--- config.mk ---
export PLATFORM = sky130hd
export DESIGN_NAME = mips_multicycle_controller_flat
export DESIGN_NICKNAME = d
export VERILOG_FILES = /design/src/rtl/mips_multicycle_controller_pkg.sv /design/src/rtl/mips_multicycle_controller_if.sv /design/src/rtl/mips_multicycle_controller_alu_dec.sv /design/src/rtl/mips_multicycle_controller.sv /design/src/flat_wrapper.sv
export SDC_FILE = /design/constraint.sdc
export NUM_CORES = 1
export LEC_CHECK = 0
export ABC_AREA = 1
export ABC_CLOCK_PERIOD_IN_PS = 2000
export BUFFER_PORTS_ARGS = -buffer_cell sky130_fd_sc_hd__buf_2
export CAP_MARGIN = 15
export CORE_UTILIZATION = 48
export CTS_BUF_LIST = sky130_fd_sc_hd__clkbuf_8
export DETAILED_ROUTE_END_ITERATION = 6
export GPL_TIMING_DRIVEN = 0
export PLACE_DENSITY = 0.82
export SLEW_MARGIN = 20
export SYNTH_ARGS = -nofsm -noshare
export SYNTH_HDL_FRONTEND = slang
export SYNTH_SLANG_ARGS = --single-unit
--- constraint.sdc ---
create_clock -name clk -period 2 [get_ports clk]
set_clock_uncertainty 0.05 [all_clocks]
set_input_delay 0.3 -clock clk [delete_from_list [all_inputs] [get_ports clk]]
set_output_delay 0.3 -clock clk [all_outputs]
set_load 0.005 [all_outputs]
--- src/rtl/mips_multicycle_controller_pkg.sv ---
// Shared types and encodings for the multicycle MIPS controller.
// Optional addi support is enabled with MIPS_CTRL_ADDI_EN (see the top module).
package mips_ctrl_pkg;

    localparam int ALU_CON_WIDTH = 3;
    localparam int OP_WIDTH      = 6;
    localparam int FUNCT_WIDTH   = 6;

    typedef enum logic [3:0] {
        S_FETCH  = 4'd0,
        S_DECODE = 4'd1,
        S_MEMADR = 4'd2,
        S_MEMRD  = 4'd3,
        S_MEMWB  = 4'd4,
        S_MEMWR  = 4'd5,
        S_EXEC   = 4'd6,
        S_ALUWB  = 4'd7,
        S_BRANCH = 4'd8,
        S_ADDIEX = 4'd9,
        S_ADDIWB = 4'd10,
        S_JUMP   = 4'd11
    } state_e;

    typedef enum logic [1:0] {
        ALUOP_ADD   = 2'd0,
        ALUOP_SUB   = 2'd1,
        ALUOP_FUNCT = 2'd2
    } aluop_e;

    localparam logic [OP_WIDTH-1:0] OP_RTYPE = 6'b000000;
    localparam logic [OP_WIDTH-1:0] OP_LW    = 6'b100011;
    localparam logic [OP_WIDTH-1:0] OP_SW    = 6'b101011;
    localparam logic [OP_WIDTH-1:0] OP_BEQ   = 6'b000100;
    localparam logic [OP_WIDTH-1:0] OP_ADDI  = 6'b001000;
    localparam logic [OP_WIDTH-1:0] OP_J     = 6'b000010;

    localparam logic [FUNCT_WIDTH-1:0] FUNCT_ADD = 6'b100000;
    localparam logic [FUNCT_WIDTH-1:0] FUNCT_SUB = 6'b100010;
    localparam logic [FUNCT_WIDTH-1:0] FUNCT_AND = 6'b100100;
    localparam logic [FUNCT_WIDTH-1:0] FUNCT_OR  = 6'b100101;
    localparam logic [FUNCT_WIDTH-1:0] FUNCT_SLT = 6'b101010;

    localparam logic [ALU_CON_WIDTH-1:0] ALU_ADD = 3'b010;
    localparam logic [ALU_CON_WIDTH-1:0] ALU_SUB = 3'b110;
    localparam logic [ALU_CON_WIDTH-1:0] ALU_AND = 3'b000;
    localparam logic [ALU_CON_WIDTH-1:0] ALU_OR  = 3'b001;
    localparam logic [ALU_CON_WIDTH-1:0] ALU_SLT = 3'b111;

    localparam logic [1:0] SRCB_REGB   = 2'b00;
    localparam logic [1:0] SRCB_FOUR   = 2'b01;
    localparam logic [1:0] SRCB_IMM    = 2'b10;
    localparam logic [1:0] SRCB_IMM_SH = 2'b11;

    localparam logic [1:0] PCSRC_ALU    = 2'b00;
    localparam logic [1:0] PCSRC_ALUOUT = 2'b01;
    localparam logic [1:0] PCSRC_JUMP   = 2'b10;

endpackage

--- src/rtl/mips_multicycle_controller_if.sv ---
// Controller <-> datapath/memory signal bundle; ctrl drives the control lines,
// dp supplies instruction fields, zero flag and memory ready.
interface mips_ctrl_if;
    import mips_ctrl_pkg::*;

    logic [OP_WIDTH-1:0]      op;
    logic [FUNCT_WIDTH-1:0]   funct;
    logic                     zero_flag;
    logic                     mem_ready;
    logic                     mem_req;
    logic                     iord;
    logic                     mem_wr;
    logic                     ir_wr;
    logic                     pc_en;
    logic                     reg_wr;
    logic                     reg_dst;
    logic                     mem_to_reg;
    logic                     alu_src_a;
    logic [1:0]               alu_src_b;
    logic [1:0]               pc_src;
    logic [ALU_CON_WIDTH-1:0] alu_con;
    logic                     illegal_op;
    logic                     instr_done;

    modport ctrl (
        input  op, funct, zero_flag, mem_ready,
        output mem_req, iord, mem_wr, ir_wr, pc_en, reg_wr, reg_dst, mem_to_reg,
               alu_src_a, alu_src_b, pc_src, alu_con, illegal_op, instr_done
    );

    modport dp (
        output op, funct, zero_flag, mem_ready,
        input  mem_req, iord, mem_wr, ir_wr, pc_en, reg_wr, reg_dst, mem_to_reg,
               alu_src_a, alu_src_b, pc_src, alu_con, illegal_op, instr_done
    );

endinterface

--- src/rtl/mips_multicycle_controller_alu_dec.sv ---
// ALU control decode: aluop/funct to alu_con, plus whether funct is a supported R-type.
module alu_decoder_mips
    import mips_ctrl_pkg::*;
(
    input  aluop_e                   aluop_i,
    input  logic [FUNCT_WIDTH-1:0]   funct_i,
    output logic [ALU_CON_WIDTH-1:0] alu_con_o,
    output logic                     funct_valid_o
);

    logic [ALU_CON_WIDTH-1:0] funct_con;

    always_comb begin
        funct_valid_o = 1'b1;
        funct_con     = ALU_ADD;
        case (funct_i)
            FUNCT_ADD: funct_con = ALU_ADD;
            FUNCT_SUB: funct_con = ALU_SUB;
            FUNCT_AND: funct_con = ALU_AND;
            FUNCT_OR:  funct_con = ALU_OR;
            FUNCT_SLT: funct_con = ALU_SLT;
            default:   funct_valid_o = 1'b0;
        endcase

        case (aluop_i)
            ALUOP_ADD:   alu_con_o = ALU_ADD;
            ALUOP_SUB:   alu_con_o = ALU_SUB;
            ALUOP_FUNCT: alu_con_o = funct_con;
            default:     alu_con_o = ALU_ADD;
        endcase
    end

endmodule

--- src/rtl/mips_multicycle_controller.sv ---
// Multicycle MIPS controller: Moore FSM sequencing a shared ALU/memory datapath.
// Define MIPS_CTRL_ADDI_EN to decode addi (ADDIEX/ADDIWB); otherwise addi is illegal.
//
// state  | meaning
// FETCH  | read instruction at PC, PC += 4 on mem_ready
// DECODE | compute branch target, dispatch on op
// MEMADR | base + offset for lw/sw
// MEMRD  | load access, wait for mem_ready
// MEMWB  | load data into rt
// MEMWR  | store access, strobe held until mem_ready
// EXEC   | R-type ALU operation
// ALUWB  | ALU result into rd
// BRANCH | beq compare, conditional PC load
// ADDIEX | rs + immediate
// ADDIWB | result into rt
// JUMP   | PC <- jump target
module mips_multicycle_controller
    import mips_ctrl_pkg::*;
(
    input  logic        clk,
    input  logic        rst,
    mips_ctrl_if.ctrl   bus
);

    state_e                   state_q, state_d;
    aluop_e                   aluop;
    logic                     funct_valid;
    logic [ALU_CON_WIDTH-1:0] dec_con;
    logic                     alu_use;
    logic                     pc_wr, branch;
    logic                     mem_req, iord, mem_wr, ir_wr;
    logic                     reg_wr, reg_dst, mem_to_reg, alu_src_a;
    logic [1:0]               alu_src_b, pc_src;
    logic                     illegal_op, instr_done;

    alu_decoder_mips u_alu_dec (
        .aluop_i       (aluop),
        .funct_i       (bus.funct),
        .alu_con_o     (dec_con),
        .funct_valid_o (funct_valid)
    );

    always_ff @(posedge clk or negedge rst) begin
        if (!rst) state_q <= S_FETCH;
        else      state_q <= state_d;
    end

    always_comb begin
        state_d    = state_q;
        aluop      = ALUOP_ADD;
        alu_use    = 1'b0;
        pc_wr      = 1'b0;
        branch     = 1'b0;
        mem_req    = 1'b0;
        iord       = 1'b0;
        mem_wr     = 1'b0;
        ir_wr      = 1'b0;
        reg_wr     = 1'b0;
        reg_dst    = 1'b0;
        mem_to_reg = 1'b0;
        alu_src_a  = 1'b0;
        alu_src_b  = SRCB_REGB;
        pc_src     = PCSRC_ALU;
        illegal_op = 1'b0;
        instr_done = 1'b0;

        case (state_q)
            S_FETCH: begin
                mem_req   = 1'b1;
                alu_use   = 1'b1;
                alu_src_b = SRCB_FOUR;
                ir_wr     = bus.mem_ready;
                pc_wr     = bus.mem_ready;
                if (bus.mem_ready) state_d = S_DECODE;
            end
            S_DECODE: begin
                alu_use   = 1'b1;
                alu_src_b = SRCB_IMM_SH;
                state_d   = S_FETCH;
                case (bus.op)
                    OP_RTYPE: begin
                        if (funct_valid) state_d = S_EXEC;
                        else             illegal_op = 1'b1;
                    end
                    OP_LW, OP_SW: state_d = S_MEMADR;
                    OP_BEQ:       state_d = S_BRANCH;
`ifdef MIPS_CTRL_ADDI_EN
                    OP_ADDI:      state_d = S_ADDIEX;
`endif
                    OP_J:         state_d = S_JUMP;
                    default:      illegal_op = 1'b1;
                endcase
            end
            S_MEMADR: begin
                alu_use   = 1'b1;
                alu_src_a = 1'b1;
                alu_src_b = SRCB_IMM;
                state_d   = (bus.op == OP_SW) ? S_MEMWR : S_MEMRD;
            end
            S_MEMRD: begin
                mem_req = 1'b1;
                iord    = 1'b1;
                if (bus.mem_ready) state_d = S_MEMWB;
            end
            S_MEMWB: begin
                reg_wr     = 1'b1;
                mem_to_reg = 1'b1;
                instr_done = 1'b1;
                state_d    = S_FETCH;
            end
            S_MEMWR: begin
                mem_req = 1'b1;
                iord    = 1'b1;
                mem_wr  = 1'b1;
                if (bus.mem_ready) begin
                    instr_done = 1'b1;
                    state_d    = S_FETCH;
                end
            end
            S_EXEC: begin
                alu_use   = 1'b1;
                alu_src_a = 1'b1;
                aluop     = ALUOP_FUNCT;
                state_d   = S_ALUWB;
            end
            S_ALUWB: begin
                reg_wr     = 1'b1;
                reg_dst    = 1'b1;
                instr_done = 1'b1;
                state_d    = S_FETCH;
            end
            S_BRANCH: begin
                alu_use    = 1'b1;
                alu_src_a  = 1'b1;
                aluop      = ALUOP_SUB;
                pc_src     = PCSRC_ALUOUT;
                branch     = 1'b1;
                instr_done = 1'b1;
                state_d    = S_FETCH;
            end
`ifdef MIPS_CTRL_ADDI_EN
            S_ADDIEX: begin
                alu_use   = 1'b1;
                alu_src_a = 1'b1;
                alu_src_b = SRCB_IMM;
                state_d   = S_ADDIWB;
            end
            S_ADDIWB: begin
                reg_wr     = 1'b1;
                instr_done = 1'b1;
                state_d    = S_FETCH;
            end
`endif
            S_JUMP: begin
                pc_src     = PCSRC_JUMP;
                pc_wr      = 1'b1;
                instr_done = 1'b1;
                state_d    = S_FETCH;
            end
            default: state_d = S_FETCH;
        endcase
    end

    // Every output is gated by rst so an aborted access drops its strobes at once.
    assign bus.mem_req    = rst & mem_req;
    assign bus.iord       = rst & iord;
    assign bus.mem_wr     = rst & mem_wr;
    assign bus.ir_wr      = rst & ir_wr;
    assign bus.pc_en      = rst & (pc_wr | (branch & bus.zero_flag));
    assign bus.reg_wr     = rst & reg_wr;
    assign bus.reg_dst    = rst & reg_dst;
    assign bus.mem_to_reg = rst & mem_to_reg;
    assign bus.alu_src_a  = rst & alu_src_a;
    assign bus.alu_src_b  = rst ? alu_src_b : 2'b00;
    assign bus.pc_src     = rst ? pc_src : 2'b00;
    assign bus.alu_con    = (rst && alu_use) ? dec_con : '0;
    assign bus.illegal_op = rst & illegal_op;
    assign bus.instr_done = rst & instr_done;

endmodule

--- src/flat_wrapper.sv ---
// flat-port wrapper written by rule: the top's interface ports become plain ports
module mips_multicycle_controller_flat import mips_ctrl_pkg::*;
  (clk, rst, bus_op, bus_funct, bus_zero_flag, bus_mem_ready, bus_mem_req, bus_iord, bus_mem_wr, bus_ir_wr, bus_pc_en, bus_reg_wr, bus_reg_dst, bus_mem_to_reg, bus_alu_src_a, bus_alu_src_b, bus_pc_src, bus_alu_con, bus_illegal_op, bus_instr_done);
  mips_ctrl_if bus_i ();
  input  logic clk;
  input  logic rst;
  input wire logic [$bits(bus_i.op)-1:0] bus_op;
  input wire logic [$bits(bus_i.funct)-1:0] bus_funct;
  input wire logic [$bits(bus_i.zero_flag)-1:0] bus_zero_flag;
  input wire logic [$bits(bus_i.mem_ready)-1:0] bus_mem_ready;
  output wire logic [$bits(bus_i.mem_req)-1:0] bus_mem_req;
  output wire logic [$bits(bus_i.iord)-1:0] bus_iord;
  output wire logic [$bits(bus_i.mem_wr)-1:0] bus_mem_wr;
  output wire logic [$bits(bus_i.ir_wr)-1:0] bus_ir_wr;
  output wire logic [$bits(bus_i.pc_en)-1:0] bus_pc_en;
  output wire logic [$bits(bus_i.reg_wr)-1:0] bus_reg_wr;
  output wire logic [$bits(bus_i.reg_dst)-1:0] bus_reg_dst;
  output wire logic [$bits(bus_i.mem_to_reg)-1:0] bus_mem_to_reg;
  output wire logic [$bits(bus_i.alu_src_a)-1:0] bus_alu_src_a;
  output wire logic [$bits(bus_i.alu_src_b)-1:0] bus_alu_src_b;
  output wire logic [$bits(bus_i.pc_src)-1:0] bus_pc_src;
  output wire logic [$bits(bus_i.alu_con)-1:0] bus_alu_con;
  output wire logic [$bits(bus_i.illegal_op)-1:0] bus_illegal_op;
  output wire logic [$bits(bus_i.instr_done)-1:0] bus_instr_done;
  assign bus_i.op = bus_op;
  assign bus_i.funct = bus_funct;
  assign bus_i.zero_flag = bus_zero_flag;
  assign bus_i.mem_ready = bus_mem_ready;
  assign bus_mem_req = bus_i.mem_req;
  assign bus_iord = bus_i.iord;
  assign bus_mem_wr = bus_i.mem_wr;
  assign bus_ir_wr = bus_i.ir_wr;
  assign bus_pc_en = bus_i.pc_en;
  assign bus_reg_wr = bus_i.reg_wr;
  assign bus_reg_dst = bus_i.reg_dst;
  assign bus_mem_to_reg = bus_i.mem_to_reg;
  assign bus_alu_src_a = bus_i.alu_src_a;
  assign bus_alu_src_b = bus_i.alu_src_b;
  assign bus_pc_src = bus_i.pc_src;
  assign bus_alu_con = bus_i.alu_con;
  assign bus_illegal_op = bus_i.illegal_op;
  assign bus_instr_done = bus_i.instr_done;
  mips_multicycle_controller u_core (.clk(clk), .rst(rst), .bus(bus_i));
endmodule
[Word level (Yosys, flattened, before mapping)]
Index checks and enable logic that the tools add are counted.
Operators by class
  bitwise gates (word level): 13
  mux-type cells: 32
  equal/unequal tests: 23
  reduce and logical (&&, ||, !) cells: 13
Operator list (count)
  6-bit equality test, second input constant: 7
  4-bit case mux with 6 select lines: 1
  4-bit by 3-bit equality test with 1-bit output, second input constant: 4
  4-bit case mux with 4 select lines: 1
  1-bit 2-to-1 mux: 14
  1-bit bitwise AND: 12
  4-bit 2-to-1 mux: 3
  3-bit case mux with 4 select lines: 1
  5-bit OR reduction: 2
  3-bit 2-to-1 mux: 3
  4-bit by 2-bit equality test with 1-bit output, second input constant: 2
  4-bit equality test, second input constant: 2
  2-bit case mux with 2 select lines: 2
  4-bit OR reduction: 2
  6-bit by 2-bit equality test with 1-bit output, second input constant: 1
  6-bit by 3-bit equality test with 1-bit output, second input constant: 1
  6-bit logical NOT: 1
  2-bit inequality test, second input constant: 3
  1-bit case mux with 2 select lines: 3
  2-bit case mux with 3 select lines: 1
  3-bit case mux with 2 select lines: 1
  2-bit OR reduction: 3
  3-bit OR reduction: 2
  4-bit by 1-bit equality test with 1-bit output, second input constant: 1
  other kinds (7): 8
Word-level totals
  output and inout bits: 18
  input port bits: 16
  logic and storage cells: 82
  bits in registers: 4

[Longest topological paths before layout]
Gate-level depths: netlist of run 1.
  word-level depth: 7
  mapped depth: 10
  gate-level depth less buffers: 9

[Cells and area by module]
A second synthesis of run 1 with hierarchy kept.
Second synthesis, totals
  cell total of the unflattened synthesis: 142
  area, all modules: 747.0 µm²
By module, submodules not included
  mips_multicycle_controller: times used 1, area an instance 595.6 µm², cells an instance 112
  alu_decoder_mips: times used 1, area an instance 151.4 µm², cells an instance 30

[Worst setup path after synthesis of run 1]
No wires, ideal clock.
  kind: register to output
  start: register u_core.state_q[1]
  end: output bus_alu_con[1]
  cell stages (with the launch flop): 11
  data required time: 1650 ps
  path slack: 247 ps
  arrival: 1403 ps
  cells stage by stage: dfrtp_1 > buf_6 > nor2_2 > inv_2 > nor2_4 > inv_1 > ha_1 > inv_1 > nand2_1 > o21ai_0 > inv_1
On the way
  longest elaborated chain between the ends: 5
  elaborated cells on any way between the ends: 13
  classes of those cells: eq/ne (6); mux (4); reduce/logical (3)
Ends and longest elaborated chain
  from (decl): RTL line mips_multicycle_controller.sv:25  | state_e state_q, state_d;
  from (signal assigned): RTL line mips_multicycle_controller.sv:45  | else state_q <= state_d;
  4-bit equality test (tied with other cells): RTL line mips_multicycle_controller.sv:67  | case (state_q)
  2-bit case mux with 2 select lines or 5-bit OR reduction (tied branches)
  2-bit equality test (tied with other cells): RTL line mips_multicycle_controller_alu_dec.sv:25  | case (aluop_i)
  3-bit case mux with 2 select lines or 1-bit logical AND (tied branches): RTL line mips_multicycle_controller_alu_dec.sv:25, mips_multicycle_controller.sv:176
  3-bit 2-to-1 mux (*): RTL line mips_multicycle_controller.sv:176  | assign bus.alu_con = (rst && alu_use) ? dec_con : '0;
  to (decl): RTL line flat_wrapper.sv:22  | output wire logic [$bits(bus_i.alu_con)-1:0] bus_alu_con;
Mark *: on every way between the ends. The rest lies on a longest branch, timed or not.

[Worst setup path after layout of run 1]
Same ends and word-level chain as after synthesis.

==> results.cfg, run 1 <==
[status]
status = finished, final reports clean

[clocking]
cts_made_buffers = 3
cts_max_path_buffers = 2
cts_tree = yes
clock_tree.root_cell = clkbuf_8
h-tree-depth = 1
path_clk_slew_ps = 30
clock_latency_ps = 220
clkSinkCount = 4

[floorplanning]
fp.dieW_um = 41.1
initial_core_util = 0.537
coreArea_um2 = 1370
dieHeight_um = 41.1
floorplan_row_count = 13
fp.dieArea_um2 = 1690
num_ports = 34

[critical_path]
critical_path_class = reg -> out
critical-path-top-delay-family = flip-flops
crit_top_cell = inv_2
slowest_stage = dfrtp_1
cp_data_arrival_time_ps = 1610
slowest_delay_ps = 430
required_worst_endpoint_ps = 1650
cp_max_fo = 3
type_of_element_launching_the_critical_path = flip-flop
timing.critical_path.buf_inv = 5
crit_chain = nor2_4, inv_2, nor2_4, inv_2, ha_4, inv_2, nand2_2, o21ai_2, inv_1, buf_2
crit_path_end_kind = output pin

[sta]
setup_slack_ps = 40.5
period_share = 0.980
setup-tns-final_ps = 0
maxSlewViolCount = 0
final.hold.worst_slack_ps = 354
finalHoldViolations = 0
worst_slew_margin_rel = 0.706
finalCriticalPeriod_ps = 1960
worst-slew-pin-transition_ps = 441
maxClockFrequency_mhz = 510
grt_setup_unrepaired = yes
finalSetupViolCount = 0

[placement]
count_of_port_buffers_added_during_placement = 33
detailedPlace.worstSlack_ps = 31.3
finalWeightedCongestion = 0.768
estimated_wirelength_of_the_detail_placed_design_um = 1570
placed_cells_incl_taps = 184
dpl-instance-area_um2 = 917

[drt]
drc_violations = 0
antenna_left = 0
first_pass_iters = 5
num_vias = 1062
wire_per_inst_um = 11.7
wirelength_um = 2320
route.detailed.vias_per_inst = 5.36
drt_first_iter_violations = 15

[grt]
grt_max_degree = 11
overflow_left_after_global_routing = 0
grt_usage = 0.268
antenna_found_initial = 0
wire_length_of_the_first_global_routing_pass_um = 3050
grt_pass1_vias = 826

[synth]
mappedNetlistArea_um2 = 733
ys_warn_count = 0
yosys.area_share.adder = 0.0341
synth_simple_gate_area_share = 0.524
syn_avg_cell_area_um2 = 5.39
synth.yosys.seq_area_share = 0.137
synth-xor-area-share = 0
post_synthesis_compound_gate_area_fraction = 0.131
post_synth_inst_count = 136
synth_cell_type_count = 22
synth_fp_nets = 154
largest_family_of_logic_cells_by_synthesized_area = simple AND/OR/NAND/NOR gates
synth_mux_area_frac = 0
ffs_latches_synth = 4

[final_layout]
layout.nets = 203
post_route_cells_drive_above_1_share = 0.443
finalInstanceArea_um2 = 1120
layoutNonFillerInstCount = 198
fillers = 91
largest_registers = u_core.state_q: 4 flops
largest_register = u_core.state_q
antennaDiodeCount = 0
largest_register_ffs = 4
area_growth_syn_to_layout_pct = 52.2
finalCoreUtilization = 0.817

[pwr]
post_layout_total_power_mw = 1.16
cell_area_power_density_nw_per_um2 = 1040
leakage_nw = 0.661
worst_ir_drop_vdd_mv = 0.567

[job]
cap_viol_max_count = 0

[hold_path]
hold_path.class = in -> reg
report_power, final:
group          switching (mW)  internal, mW
Combinational           0.475         0.352
Sequential             0.0509         0.112
Clock                  0.0459         0.129
what timing repair did:
action,CTS,global route
hold buffers,1,0
pin swaps,5,10
hold endpoints to repair,4,0
setup endpoints to repair,3,4
setup buffers,7,4
resized for setup,6,19
cell type report:
cell class,instances,area [um^2],area share
Buffer,1,3.75,0.00336
Clock buffer,3,41.3,0.0370
Inverter,30,113,0.101
Multi-Input combinational cell,100,576,0.516
Sequential cell,4,103,0.0919
Tap cell,15,18.8,0.0168
Timing Repair Buffer,45,262,0.234
path summary, 6_finish.rpt:
kind	startpoint	to	depth (start not counted)	slack, ps
worst min-delay path	bus_op[2]	u_core.state_q[3]$_DFFE_PN0P_	3	350
worst max register to register	u_core.state_q[1]$_DFFE_PN0P_	u_core.state_q[1]$_DFFE_PN0P_	9	490
worst min register to register	u_core.state_q[2]$_DFFE_PN0P_	u_core.state_q[2]$_DFFE_PN0P_	2	520
worst max-delay path	u_core.state_q[1]$_DFFE_PN0P_	bus_alu_con[1]	10	40
max in group asynchronous	rst	u_core.state_q[3]$_DFFE_PN0P_	2	1210
min in group asynchronous	rst	u_core.state_q[0]$_DFFE_PN0P_	2	480
layer usage:
layer	part of all wire	up-vias	track usage
met5	0	-	0
met4	0.027	0	0.0417
met3	0.049	8	0.0761
met2	0.50	44	0.551
met1	0.43	495	0.256
li1	-	515	-
cells in the mapped netlist, drive strengths merged:
library cell | instances | area share
clkbuf | 1 | 0.0051
o21ai | 5 | 0.034
buf | 1 | 0.015
nand2 | 34 | 0.18
nand3b | 2 | 0.020
inv | 30 | 0.15
o22ai | 2 | 0.017
dfrtp | 4 | 0.14
a31oi | 1 | 0.0085
a21oi | 8 | 0.055
nor3 | 1 | 0.0068
or2 | 1 | 0.0085
nor2 | 31 | 0.23
o211ai | 1 | 0.017
ha | 2 | 0.034
nand3 | 12 | 0.082
cell families after synthesis:
family	after synthesis
flops	4
fa+ha+maj	2
compound gates	17
buf+inv	32
simple gates	81
worst register-to-register path, delay by kind of cell, from the launching register on:
kind,cells,cell delay (ps)
buffers and inverters,2,270
DFF,1,430
and+or+nand+nor,7,630
cell usage in the layout, fill, tap and decap left out, types with 3 or more instances in the layout:
cell type	Yosys	layout
buf_2	0	33
nand2_2	2	5
clkbuf_8	0	3
buf_4	0	10
inv_2	5	11
nand2_1	32	29
inv_1	25	19
nor2_1	23	22
a21oi_1	8	7
nor2_4	3	6
nand3_1	12	11
(Power assumes the default switching activity.)
==> run 2: changes to the inputs <==
Settings changed: CELL_PAD_IN_SITES_DETAIL_PLACEMENT from default to 0, CELL_PAD_IN_SITES_GLOBAL_PLACEMENT from default to 1, CORE_MARGIN from default to 3, CORE_UTILIZATION 48 to 30, PLACE_DENSITY 0.82 to default, PLACE_DENSITY_LB_ADDON from default to 0.1.
==> results.cfg, run 2 (synthesis results as in run 1) <==
[drt]
num_vias = 953
drc_violations = 0
route.detailed.vias_per_inst = 4.52
wirelength_um = 2020
first_pass_iters = 4
wire_per_inst_um = 9.58
antenna_left = 0
drt_first_iter_violations = 14

[final_layout]
layoutNonFillerInstCount = 211
area_growth_syn_to_layout_pct = 51.7
fillers = 244
antennaDiodeCount = 0
layout.nets = 203
largest_registers = u_core.state_q: 4 flops
largest_register_ffs = 4
layout_common_cells = buf_2, nand2_1, nor2_1
finalInstanceArea_um2 = 1110
final_common_cell = buf_2
post_route_cells_drive_above_1_share = 0.404
largest_register = u_core.state_q

[critical_path]
type_of_element_launching_the_critical_path = flip-flop
cp.depth = 10
critical_path_class = reg -> out
cp_data_arrival_time_ps = 1560
slowest_delay_ps = 450
crit_top_cell = inv_2
crit_path_end_kind = output pin
cp_max_fo = 5
timing.reg2reg.worst_path_depth = 10
slowest_stage = dfrtp_2
required_worst_endpoint_ps = 1650
timing.critical_path.buf_inv = 5
critical-path-top-delay-family = flip-flops
crit_chain = nor2_4, inv_2, nor2_4, inv_2, ha_4, inv_2, nand2_1, o21ai_1, inv_1, buf_2

[sta]
maxClockFrequency_mhz = 524
finalSetupViolCount = 0
period_share = 0.955
worst-slew-pin-transition_ps = 461
grt_setup_unrepaired = yes
final.hold.worst_slack_ps = 350
finalHoldViolations = 0
worst_slew_margin_rel = 0.693
maxSlewViolCount = 0
finalCriticalPeriod_ps = 1910

[hold_path]
whs_path_depth = 3
hold_path.class = in -> reg

[clocking]
clock_latency_ps = 210
cts_tree = yes
h-tree-depth = 1
clkSinkCount = 4
cts_max_path_buffers = 2
path_clk_slew_ps = 30
cts_made_buffers = 3
clock_tree.root_cell = clkbuf_8

[floorplanning]
floorplan_row_count = 17
dieHeight_um = 55.4
fp.dieArea_um2 = 3070
coreArea_um2 = 2250
initial_core_util = 0.325
num_ports = 34
fp.dieW_um = 55.4

[status]
status = finished, final reports clean

[grt]
groute.layer.met1.usage = 0.156
grt_max_degree = 11
global_route.usage.met2 = 0.247
grt_pass1_vias = 886
antenna_found_initial = 0
overflow_left_after_global_routing = 0
wire_length_of_the_first_global_routing_pass_um = 3480
globalRouteMet3Util = 0.0187
grt.busiest_layer = met2
grt_usage = 0.135

[placement]
placed_cells_incl_taps = 197
dpl-instance-area_um2 = 933
count_of_port_buffers_added_during_placement = 33
estimated_wirelength_of_the_detail_placed_design_um = 1660
finalWeightedCongestion = 0.822

[pwr]
cell_area_power_density_nw_per_um2 = 1070
worst_ir_drop_vdd_mv = 0.777
leakage_nw = 0.663

[job]
cap_viol_max_count = 0
-- run 2: where the power goes --
part           leakage (nW)  switching, mW  internal (mW)
Clock                0.0216         0.0360          0.128
Sequential           0.0523         0.0357          0.112
Combinational         0.589          0.454          0.421
Total                 0.663          0.526          0.660
-- run 2: worst paths after layout --
check | startpoint | to | slack (ps)
max | u_core.state_q[0]$_DFFE_PN0P_ | bus_alu_con[1] | 90
min | bus_op[2] | u_core.state_q[3]$_DFFE_PN0P_ | 350
max reg2reg | u_core.state_q[1]$_DFFE_PN0P_ | u_core.state_q[1]$_DFFE_PN0P_ | 510
min reg2reg | u_core.state_q[0]$_DFFE_PN0P_ | u_core.state_q[0]$_DFFE_PN0P_ | 570
max in group asynchronous | rst | u_core.state_q[0]$_DFFE_PN0P_ | 1240
min in group asynchronous | rst | u_core.state_q[2]$_DFFE_PN0P_ | 480
-- run 2: tightest hold or removal path: stages --
cell,delay [ps]
buf_2,130
nand2_1,60
o22ai_1,70
-- run 2: through the flow --
| step | utilization | setup TNS, ps | setup WS, ps | total power, mW |
|---|---|---|---|---|
| 2_1_floorplan | - | 0 | 247 | 0.601 |
| 3_3_place_gp | 0.414 | 0 | 58.5 | 0.765 |
| 3_5_place_dp | 0.414 | 0 | 41.7 | 0.771 |
| 4_1_cts | 0.467 | -10.6 | -10.6 | 1.08 |
| 5_1_grt | 0.493 | -63.3 | -35.0 | 1.30 |
| 6_report | 0.493 | 0 | 90.6 | 1.19 |
-- run 2: area by class of cell --
cell class                 count  area, um^2  area share
multi-input combinational    100         541       0.486
timing repair buffer          44         267       0.240
inverter                      30         113       0.101
sequential                     4         101      0.0911
clock buffer                   3        41.3      0.0371
tap                           28        35.0      0.0315
buffer                         2        15.0      0.0135
-- run 2: what timing repair did --
action | 4_1_cts | 5_1_grt
hold endpoints to repair | 4 | 0
buffers inserted | 7 | 4
gates resized for setup | 6 | 9
cloned | 0 | 0
pin swaps | 5 | 6
hold buffers | 1 | 0
endpoints found under the setup margin | 3 | 4
-- run 2: routing by layer --
metal  up-vias  routed length [um]
met1       423                 962
met2        15                 989
met3         2                  59
met4         0                  10
met5         -                   0
li1        513                   -
